===== src/rtl/tlul_pkg.sv =====
// tlul_pkg: shared TL-UL channel types, widths and opcodes
package tlul_pkg;
  localparam int TL_AW  = 32;
  localparam int TL_DW  = 32;
  localparam int TL_DBW = TL_DW / 8;
  localparam int TL_SZW = 2;
  localparam int TL_AIW = 8;
  localparam int TL_DIW = 1;
  typedef enum logic [2:0] {
    PutFullData    = 3'h0,
    PutPartialData = 3'h1,
    Get            = 3'h4
  } tl_a_op_e;
  typedef enum logic [2:0] {
    AccessAck     = 3'h0,
    AccessAckData = 3'h1
  } tl_d_op_e;
  typedef struct packed {
    logic              a_valid;
    logic [2:0]        a_opcode;
    logic [2:0]        a_param;
    logic [TL_SZW-1:0] a_size;
    logic [TL_AIW-1:0] a_source;
    logic [TL_AW-1:0]  a_address;
    logic [TL_DBW-1:0] a_mask;
    logic [TL_DW-1:0]  a_data;
    logic              d_ready;
  } tlul_h2d_t;
  typedef struct packed {
    logic              d_valid;
    logic [2:0]        d_opcode;
    logic [2:0]        d_param;
    logic [TL_SZW-1:0] d_size;
    logic [TL_AIW-1:0] d_source;
    logic [TL_DIW-1:0] d_sink;
    logic [TL_DW-1:0]  d_data;
    logic              d_error;
    logic              a_ready;
  } tlul_d2h_t;
endpackage


===== src/rtl/tlul_req_chk.sv =====
// tlul_req_chk: combinational legality check of a TL-UL A-channel request
module tlul_req_chk
  import tlul_pkg::*;
(
  input  logic [2:0]        a_opcode,
  input  logic [TL_SZW-1:0] a_size,
  input  logic [1:0]        a_address,
  input  logic [TL_DBW-1:0] a_mask,
  output logic              err_o
);
  logic [TL_DBW-1:0] lanes;
  logic bad_op, bad_size, misaligned, stray, bad_full, empty_get;
  assign lanes      = a_size == 2'd0 ? 4'b0001 << a_address :
                      a_size == 2'd1 ? 4'b0011 << a_address : 4'b1111;
  assign bad_op     = !(a_opcode == Get || a_opcode == PutFullData || a_opcode == PutPartialData);
  assign bad_size   = a_size > 2'd2;
  assign misaligned = (a_size == 2'd1 && a_address[0]) || (a_size == 2'd2 && a_address != 2'd0);
  assign stray      = |(a_mask & ~lanes);
  assign bad_full   = a_opcode == PutFullData && a_mask != lanes;
  assign empty_get  = a_opcode == Get && a_mask == '0;
  assign err_o      = bad_op | bad_size | misaligned | stray | bad_full | empty_get;
endmodule


===== src/rtl/tlul_reg_responder.sv =====
// tlul_reg_responder: TL-UL device endpoint driving single-cycle register strobes
module tlul_reg_responder
  import tlul_pkg::*;
#(
  parameter int RegAw = 8,
  parameter int RegDw = TL_DW
) (
  input  logic               clk_i,
  input  logic               rst_i,
  input  tlul_h2d_t          tl_i,
  output tlul_d2h_t          tl_o,
  output logic               re_o,
  output logic               we_o,
  output logic [RegAw-1:0]   addr_o,
  output logic [RegDw-1:0]   wdata_o,
  output logic [RegDw/8-1:0] be_o,
  input  logic [RegDw-1:0]   rdata_i,
  input  logic               error_i
);
  localparam logic [1:0] IDLE = 2'd0, RD_WAIT = 2'd1, RESP = 2'd2;
  logic [1:0]        state;
  logic              up, a_rdy, acc, chk_err, is_get, unused_tl;
  logic [2:0]        rsp_op;
  logic [TL_SZW-1:0] rsp_size;
  logic [TL_AIW-1:0] rsp_src;
  logic              rsp_err;
  logic [TL_DW-1:0]  rsp_data;
  tlul_req_chk u_chk (
    .a_opcode (tl_i.a_opcode),
    .a_size   (tl_i.a_size),
    .a_address(tl_i.a_address[1:0]),
    .a_mask   (tl_i.a_mask),
    .err_o    (chk_err)
  );
  // up holds a_ready low for the first cycle after reset
  assign a_rdy     = up & ~rst_i & (state == IDLE);
  assign acc       = a_rdy & tl_i.a_valid;
  assign is_get    = tl_i.a_opcode == Get;
  assign re_o      = acc & ~chk_err & is_get;
  assign we_o      = acc & ~chk_err & ~is_get;
  assign addr_o    = (re_o | we_o) ? {tl_i.a_address[RegAw-1:2], 2'b00} : '0;
  assign wdata_o   = we_o ? tl_i.a_data : '0;
  assign be_o      = (re_o | we_o) ? tl_i.a_mask : '0;
  assign unused_tl = ^tl_i;
  assign tl_o = '{d_valid: ~rst_i & (state == RESP), d_opcode: rsp_op, d_param: '0,
                  d_size: rsp_size, d_source: rsp_src, d_sink: '0, d_data: rsp_data,
                  d_error: rsp_err, a_ready: a_rdy};
  always_ff @(posedge clk_i) begin
    if (rst_i) begin
      state    <= IDLE;
      up       <= 1'b0;
      rsp_op   <= '0;
      rsp_size <= '0;
      rsp_src  <= '0;
      rsp_err  <= 1'b0;
      rsp_data <= '0;
    end else begin
      up <= 1'b1;
      if (acc) begin
        rsp_op   <= is_get ? AccessAckData : AccessAck;
        rsp_size <= tl_i.a_size;
        rsp_src  <= tl_i.a_source;
        rsp_err  <= chk_err | (we_o & error_i);
        rsp_data <= (is_get & chk_err) ? '1 : '0;
        state    <= re_o ? RD_WAIT : RESP;
      end else if (state == RD_WAIT) begin
        rsp_err  <= error_i;
        rsp_data <= error_i ? '1 : rdata_i;
        state    <= RESP;
      end else if (state == RESP && tl_i.d_ready) begin
        state <= IDLE;
      end
    end
  end
endmodule

===== config.mk =====
export PLATFORM = sky130hd
export DESIGN_NAME = tlul_reg_responder
export DESIGN_NICKNAME = d
export VERILOG_FILES = /design/src/rtl/tlul_pkg.sv /design/src/rtl/tlul_req_chk.sv /design/src/rtl/tlul_reg_responder.sv
export SDC_FILE = /design/constraint.sdc
export NUM_CORES = 1
export LEC_CHECK = 0
export CORE_UTILIZATION = 34
export DETAILED_ROUTE_END_ITERATION = 7
export PLACE_DENSITY = 0.95
export SLEW_MARGIN = 20
export SYNTH_ARGS = -nofsm -noshare
export SYNTH_HDL_FRONTEND = slang
export SYNTH_SLANG_ARGS = --single-unit

===== constraint.sdc =====
create_clock -name clk_i -period 3.6 [get_ports clk_i]
set_input_delay 0.54 -clock clk_i [delete_from_list [all_inputs] [get_ports clk_i]]
set_output_delay 0.54 -clock clk_i [all_outputs]
set_load 0.01 [all_outputs]

Word-level counts from Yosys, hierarchy flattened:

Index checks and enable logic that the tools add are counted.

* register bits after elaboration: 49
* input port bits: 121
* output and inout bits: 98
* logic and storage cells: 72

* magnitude comparators: 1
* equal/unequal tests: 7
* shift operators: 2
* muxes and demuxes: 17
* bitwise gates (word level): 21
* reduce and logical (&&, ||, !) cells: 17

Operators by type and width (number)
* $mux 32: 5
* $mux 4: 3
* $and 1x1->1: 9
* $mux 2: 4
* $mux 8: 1
* $or 1x1->1: 7
* $logic_and 1x1->1: 5
* $and 4x4->4: 1
* $eq 2x1->1 const B: 2
* $eq 2x2->1 const B: 2
* $logic_not 2->1: 2
* $logic_not 4->1: 1
* $mux 1: 4
* $ne 4x4->1: 1
* $not 4->4: 1
* $reduce_bool 2->1: 2
* $reduce_or 4->1: 1
* $shl 1x2->4 const A: 1
* $shl 2x2->4 const A: 1
* $eq 3x1->1 const B: 1
* $eq 3x3->1 const B: 1
* $logic_not 3->1: 1
* $logic_or 1x1->1: 3
* $not 1->1: 3
* 3 further kinds: 3

Depth between registers and ports, before layout:

Gate-level depths: netlist (run 1).

* word-level depth: 15
* depth in mapped cells: 11
* gate-level depth less buffers: 10

Modules after synthesis:

Synthesis (run 1) repeated with hierarchy kept, for this count alone.

* cells, all modules: 241
* area, all modules: 2393.5 um^2

By module, submodules not included
* tlul_reg_responder: instances 1, cells an instance 210, area an instance 2110.8 um^2, seq. area each 940.9 um^2
* tlul_req_chk: instances 1, cells an instance 31, area an instance 282.8 um^2, seq. area each 0.0 um^2

Worst setup path after synthesis (run 1):

Ideal clock, no wire load.

* path kind: in2out
* from: input port tl_i[37] in the netlist's numbering
* to: output port wdata_o[10]
* arrival time: 2.122 ns
* data required time: 3.060 ns
* slack: 0.938 ns
* cell stages on the path: 9
* buffers on the path: 1
* cells stage by stage: inv_1 ha_1 nor2b_1 a211oi_1 ha_1 a2111oi_4 and4_4 buf_6 and3_1

* longest elaborated chain between the ends: 13
* elaborated cells on any way between the ends: 21
* classes of those cells: eq/ne (1); shift (2); mux (3); bitwise (9); reduce/logical (6)

RTL lines
* start: declaration: line tlul_reg_responder.sv:10 `input tlul_h2d_t tl_i,`
* $shl 2x2->4: line tlul_req_chk.sv:14 `a_size == 2'd1 ? 4'b0011 << a_address : 4'b1111;`
* $mux 4: line tlul_req_chk.sv:14
* $mux 4: line tlul_req_chk.sv:13 `assign lanes = a_size == 2'd0 ? 4'b0001 << a_address :`
* $not 4->4: line tlul_req_chk.sv:18 `assign stray = |(a_mask & ~lanes);`
* $and 4x4->4: line tlul_req_chk.sv:18
* $reduce_or 4->1: line tlul_req_chk.sv:18
* $or 1x1->1: line tlul_req_chk.sv:21 `assign err_o = bad_op | bad_size | misaligned | stray | bad_full | empty_get;`
* $or 1x1->1 * (2 in series): line tlul_req_chk.sv:21
* $not 1->1 *: line tlul_reg_responder.sv:40 `assign we_o = acc & ~chk_err & ~is_get;`
* $and 1x1->1 * (2 in series): line tlul_reg_responder.sv:40
* $mux 32 *: line tlul_reg_responder.sv:42 `assign wdata_o = we_o ? tl_i.a_data : '0;`
* end: declaration: line tlul_reg_responder.sv:15 `output logic [RegDw-1:0] wdata_o,`

Every way passes the cells marked *; elsewhere a longest branch is shown, timed or not.

Worst setup path after layout (run 1):

* from: input port tl_i[37] in the netlist's numbering
* to: output port wdata_o[14]

The elaborated chain is that of the path after synthesis.

==> impl_metrics.py, run 1 <==
metrics = {
    "cells_and_area": {
        "postLayoutCoreUtil_pct": 63.7,
        "diodes": 0,
        "areaGrowthSynthToFinish_pct": 79.2,
        "drive_above_1_share_pct": 16.2,
        "fin_nets": 622,
        "n_fill_cell": 580,
        "multi_input_area_mm2": 0.00133,
        "seq_area_um2": 941,
    },
    "detailed_routing": {
        "ant_nets": 0,
        "post-route-drc-count": 0,
        "drt_iter0_drc": 67,
        "num_vias": 2906,
        "wl_per_cell_um": 15.7,
        "vias_per_cell": 4.93,
        "wl_um": 9250,
        "dr.pass1.iters": 4,
    },
    "floorplanning": {
        "row_count": 30,
        "core_mm2": 0.00683,
        "die_w_um": 86.5,
        "die_area_mm2": 0.00748,
        "start_util_pct": 35.5,
        "die_h_um": 86.5,
        "ios": 219,
    },
    "sta": {
        "slew_headroom_pct": 35.4,
        "finalMaxSlewViolations": 0,
        "fmax_ghz": 0.286,
        "tightest_slew_ps": 966,
        "hold_viol_final": 0,
        "period_needed_ps": 3490,
        "fin_skew_ps": 8.76,
        "finalCritPeriodShare_pct": 97.0,
        "setup_tns_ps": 0,
        "rsz0062_at_grt": "no",
        "setup_viol": 0,
    },
    "placed_design": {
        "port_buffers": 183,
        "hpwl_um": 7190,
        "gp_congestion": 0.919,
    },
    "yosys": {
        "syn-mean-instance-area_um2": 7.83,
        "yosysUniqueCellTypes": 32,
        "synth_seq_cells": 47,
        "synth_area_mm2": 0.00243,
        "synth_cells": 310,
        "yosysWarningCount": 0,
        "ys_seq_area_share_pct": 38.8,
    },
    "setup_path": {
        "reg2reg_depth": 5,
        "worstReg2RegStart": "state[1]$_SDFFE_PP0P_",
        "arrival_ps": 2950,
        "timing.rr.end": "state[1]$_SDFFE_PP0P_",
        "regToRegSetupSlack_ps": 1910,
        "worstSetupPathType": "input pin to primary output",
        "start_kind": "input pin",
        "endpoint_kind": "primary output",
        "crit_start": "tl_i[37]",
        "cp_max_fo": 5,
        "crit_required_ps": 3060,
    },
    "clock_network": {
        "cts_tree": "yes",
        "root_buffer": "clkbuf_8",
        "clk_pin_slew_ps": 100,
        "numCtsBuffers": 5,
        "clk_path_buf_depth": 2,
        "clk_latency_ps": 300,
        "htreeDepth": 2,
        "clkSinkCount": 47,
    },
    "hold_path": {
        "hold_depth": 2,
        "hold_class": "flip-flop to flip-flop",
        "hp-start": "rsp_src[6]$_SDFFE_PP0P_",
        "holdPathEnd": "rsp_src[6]$_SDFFE_PP0P_",
    },
    "global_routing": {
        "antenna_found_initial": 0,
        "grt_overflow": 0,
        "grt_pass1_wl_um": 14000,
        "grt_pass1_vias": 2844,
        "grt_usage_pct": 24.2,
        "grt_start_max_net_pins": 34,
    },
    "flow_run": {
        "maxCapViolations": 0,
    },
    "power_and_ir_drop": {
        "leakage_nw": 2.03,
        "ir_worst_vdd_mv": 0.218,
        "p_per_area_mw_per_mm2": 287,
    },
    "status": {
        "outcome": "completed",
    },
}
==> stage by stage <==
stage               power, mW  std cells  hold slack, ps  setup WS (ps)  area, um2
CTS                      1.26        589             462           14.2       4490
floorplan               0.628        317             456            938       2450
global placement        0.772        580             443           -219       4370
global route             1.30        589             495           11.6       4350
detailed placement      0.779        580             448           -370       4370
finish                   1.25        589             461            108       4350
==> per-layer routing <==
metal,up-vias,global-route usage (%),wire [um]
met5,-,0,0
met4,0,5.91,116
met3,14,8.38,864
met2,136,46.1,4840
met1,1345,25.2,3440
li1,1411,-,-
==> cell usage in the layout (no fill, tap or decap), types with 2 or more instances in the layout <==
master,instances
clkdlybuf4s50_1,139
nand2_1,58
dfxtp_1,47
clkbuf_2,40
nand3_1,34
o21ai_0,34
and3_1,33
buf_4,17
a21oi_1,14
and2_1,11
ha_1,9
conb_1,8
inv_1,6
nor2_1,5
clkbuf_8,5
nor4b_4,2
nor2b_1,2
nor2b_2,2
a211oi_2,2
nor3_1,2
bufinv_16,2
dlygate4sd2_1,2
buf_12,2
==> where the power goes <==
part | total (mW) | switching [mW] | leakage [nW] | internal (mW)
clock network | 0.476 | 0.194 | 0.0703 | 0.282
logic | 0.232 | 0.0882 | 1.58 | 0.144
registers | 0.541 | 0.00852 | 0.381 | 0.533
==> cell usage after synthesis (all sizes together) <==
cell type / number / area, um2
nand2: 58 / 218
dfxtp: 47 / 941
nand3: 34 / 170
o21ai: 34 / 170
and3: 33 / 206
buf: 20 / 146
a21oi: 14 / 70.1
clkbuf: 14 / 52.6
and2: 11 / 68.8
ha: 9 / 113
inv: 6 / 22.5
nor2: 5 / 18.8
nor2b: 4 / 25.0
a211oi: 3 / 22.5
nor3: 3 / 15.0
nor4b: 2 / 38.8
a2111oi: 1 / 27.5
a221o: 1 / 10.0
a22oi: 1 / 7.51
a31o: 1 / 8.76
a41o: 1 / 10.0
and4: 1 / 11.3
conb: 1 / 3.75
nand4: 1 / 6.26
nand4bb: 1 / 11.3
nor3b: 1 / 12.5
nor4: 1 / 6.26
o21a: 1 / 7.51
o22ai: 1 / 6.26
==> critical path, stage by stage <==
cell	delay (ps)
clkdlybuf4s50_1	510
inv_1	90
ha_1	310
a211oi_2	270
ha_1	150
nand4_1	120
a22oi_2	160
and4_4	310
and3_1	170
dlygate4sd2_1	310
==> final cells by class <==
class / instances / share of cell area (%)
clock inverters: 3 / 1.64
well taps: 96 / 2.76
flip-flops and latches: 47 / 21.6
inverters: 6 / 0.518
repair buffers: 202 / 41.4
clock buffers: 5 / 1.58
multi-input cells: 230 / 30.5
==> flip-flops by register name (all words and copies together), names as in the netlist <==
signal,count
rsp_data,32
rsp_err,1
rsp_op,1
rsp_size,2
rsp_src,8
state,2
up,1
==> how the worst max path moves through the flow <==
stage	cells after the start	to	slack [ps]
after global routing	12	we_o	10
after detailed placement	12	wdata_o[5]	-370
after global placement	11	wdata_o[1]	-220
final	10	wdata_o[14]	110
after floorplan	9	wdata_o[10]	940
after CTS	12	wdata_o[16]	10
==> kinds of logic after synthesis <==
logic type / share of synthesized area [%]
flops: 38.8
buf+inv: 9.12
other cells: 0.154
compound gates: 14.0
fa+ha+maj: 4.64
simple gates: 33.3
==> what timing repair did <==
item / in CTS / in global routing
setup buffers: 1 / 0
gates resized for setup: 50 / 81
pin swaps: 2 / 4
hold buffers: 0 / 0
endpoints found under the setup margin: 43 / 43
Note: power is estimated with default switching activity, not from simulation.
==> run 2: changes to the inputs <==
--- a/config.mk
+++ b/config.mk
@@ -6,6 +6,7 @@
 export NUM_CORES = 1
 export LEC_CHECK = 0
 export CORE_UTILIZATION = 34
+export CTS_BUF_LIST = sky130_fd_sc_hd__clkbuf_4
 export DETAILED_ROUTE_END_ITERATION = 7
 export PLACE_DENSITY = 0.95
 export SLEW_MARGIN = 20
==> run 2 against run 1 <==
Critical path depth is the same. Final area shrank 0.72%. First-iteration DRC count grew 1.5%. Clock skew grew 4.7 ps. Register-to-register slack is essentially flat. Largest cell class unchanged. Core utilization shrank 0.46 points. Sequential share of layout area grew 0.16 points.
==> impl_metrics.py, run 2 (synthesis results as in run 1) <==
metrics = {
    "floorplanning": {
        "start_util_pct": 35.5,
        "core_mm2": 0.00683,
        "die_w_um": 86.5,
        "row_count": 30,
        "die_area_mm2": 0.00748,
        "die_h_um": 86.5,
        "ios": 219,
    },
    "flow_run": {
        "maxCapViolations": 0,
    },
    "sta": {
        "fin_skew_ps": 13.5,
        "slew_headroom_pct": 35.5,
        "setup_viol": 0,
        "period_needed_ps": 3490,
        "fmax_ghz": 0.286,
        "whs_ps": 467,
        "finalMaxSlewViolations": 0,
        "finalCritPeriodShare_pct": 97.0,
        "hold_viol_final": 0,
        "tightest_slew_ps": 964,
        "rsz0062_at_grt": "no",
        "setup_tns_ps": 0,
    },
    "setup_path": {
        "cp_cell_sequence": "clkdlybuf4s50_1 -> inv_1 -> ha_1 -> a211oi_2 -> ha_1 -> nand4_1 -> a22oi_2 -> and4_4 -> and3_1 -> dlygate4sd2_1",
        "cp_max_fo": 5,
        "timing.critical_path.mode_cell": "ha_1",
        "reg2reg_depth": 5,
        "slowest_delay_ps": 510,
        "endpoint": "wdata_o[14]",
        "worstSetupPathType": "input pin to primary output",
        "start_kind": "input pin",
        "endpoint_kind": "primary output",
        "crit_start": "tl_i[37]",
        "cp_slowest_cell": "clkdlybuf4s50_1",
        "crit_required_ps": 3060,
        "worstReg2RegStart": "state[1]$_SDFFE_PP0P_",
        "arrival_ps": 2950,
        "timing.rr.end": "state[1]$_SDFFE_PP0P_",
        "regToRegSetupSlack_ps": 1910,
    },
    "cells_and_area": {
        "diodes": 0,
        "fin_nets": 622,
        "seq_area_um2": 941,
        "final_cell_mix": "clkdlybuf4s50_1 (139), nand2_1 (58), dfxtp_1 (47), clkbuf_2 (40)",
        "multi_input_area_mm2": 0.00133,
        "reg_top3": "rsp_data (32), rsp_src (8)",
        "largest_reg_flops": 32,
        "largest_register": "rsp_data",
        "mostFrequentLayoutCell": "clkdlybuf4s50_1",
        "n_fill_cell": 585,
        "drive_above_1_share_pct": 16.2,
        "postLayoutCoreUtil_pct": 63.2,
        "areaGrowthSynthToFinish_pct": 77.9,
    },
    "detailed_routing": {
        "dr.pass1.iters": 4,
        "vias_per_cell": 4.94,
        "ant_nets": 0,
        "drt_iter0_drc": 68,
        "wl_per_cell_um": 15.7,
        "num_vias": 2909,
        "post-route-drc-count": 0,
        "wl_um": 9260,
    },
    "clock_network": {
        "cts_hold_buf": 0,
        "numCtsBuffers": 5,
        "root_buffer": "clkbuf_4",
        "clk_path_buf_depth": 2,
        "clk_latency_ps": 360,
        "clkSinkCount": 47,
        "htreeDepth": 2,
        "clk_pin_slew_ps": 160,
        "cts_tree": "yes",
    },
    "global_routing": {
        "grt_start_max_net_pins": 34,
        "grt_pass1_vias": 2843,
        "antenna_found_initial": 0,
        "grt_pass1_wl_um": 13900,
        "grt_overflow": 0,
        "grt_usage_pct": 24.1,
    },
    "placed_design": {
        "port_buffers": 183,
        "gp_congestion": 0.919,
        "hpwl_um": 7190,
    },
    "power_and_ir_drop": {
        "leakage_nw": 2.01,
        "ir_worst_vdd_mv": 0.219,
        "p_per_area_mw_per_mm2": 274,
    },
    "hold_path": {
        "hold_class": "flip-flop to flip-flop",
    },
    "status": {
        "outcome": "completed",
    },
}
## run 2: changes by cell type in the layout (fill, tap and decap cells not counted)
cell / previous run / this run
clkbuf_8: 5 / 0
clkbuf_4: 0 / 5
## run 2: repair_timing
action	CTS	global route
buffers inserted	1	0
pin swaps	2	4
resized for setup	50	81
endpoints found under the setup margin	43	43
## run 2: per-layer routing
layer  vias to the layer above  share of wire, %  track usage [%]  routed length [um]
met5                         -                 0                0                   0
met4                         0               1.3             5.91                 123
met3                        14               8.9             8.10                 826
met2                       123                52             46.1                4830
met1                      1360                38             25.2                3490
li1                       1412                 -                -                   -
## run 2: power breakdown
group	internal [mW]	switching [mW]
sequential	0.534	0.00860
combinational	0.144	0.0883
clock	0.221	0.187
total	0.898	0.283
## run 2: worst min path at each step
stage	startpoint	endpoint	slack, ps	depth (start not counted)
final	rsp_src[6]$_SDFFE_PP0P_	rsp_src[6]$_SDFFE_PP0P_	470	2
after global routing	rsp_src[0]$_SDFFE_PP0P_	rsp_src[0]$_SDFFE_PP0P_	500	2
after detailed placement	rsp_src[6]$_SDFFE_PP0P_	rsp_src[6]$_SDFFE_PP0P_	450	2
after floorplan	rsp_err$_SDFFE_PP0P_	rsp_err$_SDFFE_PP0P_	460	1
after global placement	rsp_src[5]$_SDFFE_PP0P_	rsp_src[5]$_SDFFE_PP0P_	440	2
after CTS	rsp_src[6]$_SDFFE_PP0P_	rsp_src[6]$_SDFFE_PP0P_	470	2
## run 2: area by class of cell
type | instances | area share [%]
multi-input combinational | 230 | 30.7
clock inverter | 3 | 1.65
sequential | 47 | 21.8
timing repair buffer | 202 | 41.7
inverter | 6 | 0.522
clock buffer | 5 | 0.869
tap | 96 | 2.78
## run 2: metrics by stage
step / cells / instance area, um2 / total power [mW] / setup WS, ps
after floorplan: 317 / 2450 / 0.628 / 938
after global placement: 580 / 4370 / 0.772 / -219
after detailed placement: 580 / 4370 / 0.779 / -370
after CTS: 589 / 4460 / 1.19 / 14.2
after global routing: 589 / 4320 / 1.23 / 11.6
final: 589 / 4320 / 1.18 / 109
## run 2: critical path: cells and delay by family
| kind | cells | cell delay (ps) |
|---|---|---|
| compound gates | 2 | 430 |
| simple gates | 3 | 600 |
| buf+inv | 3 | 910 |
| fa+ha+maj | 2 | 460 |
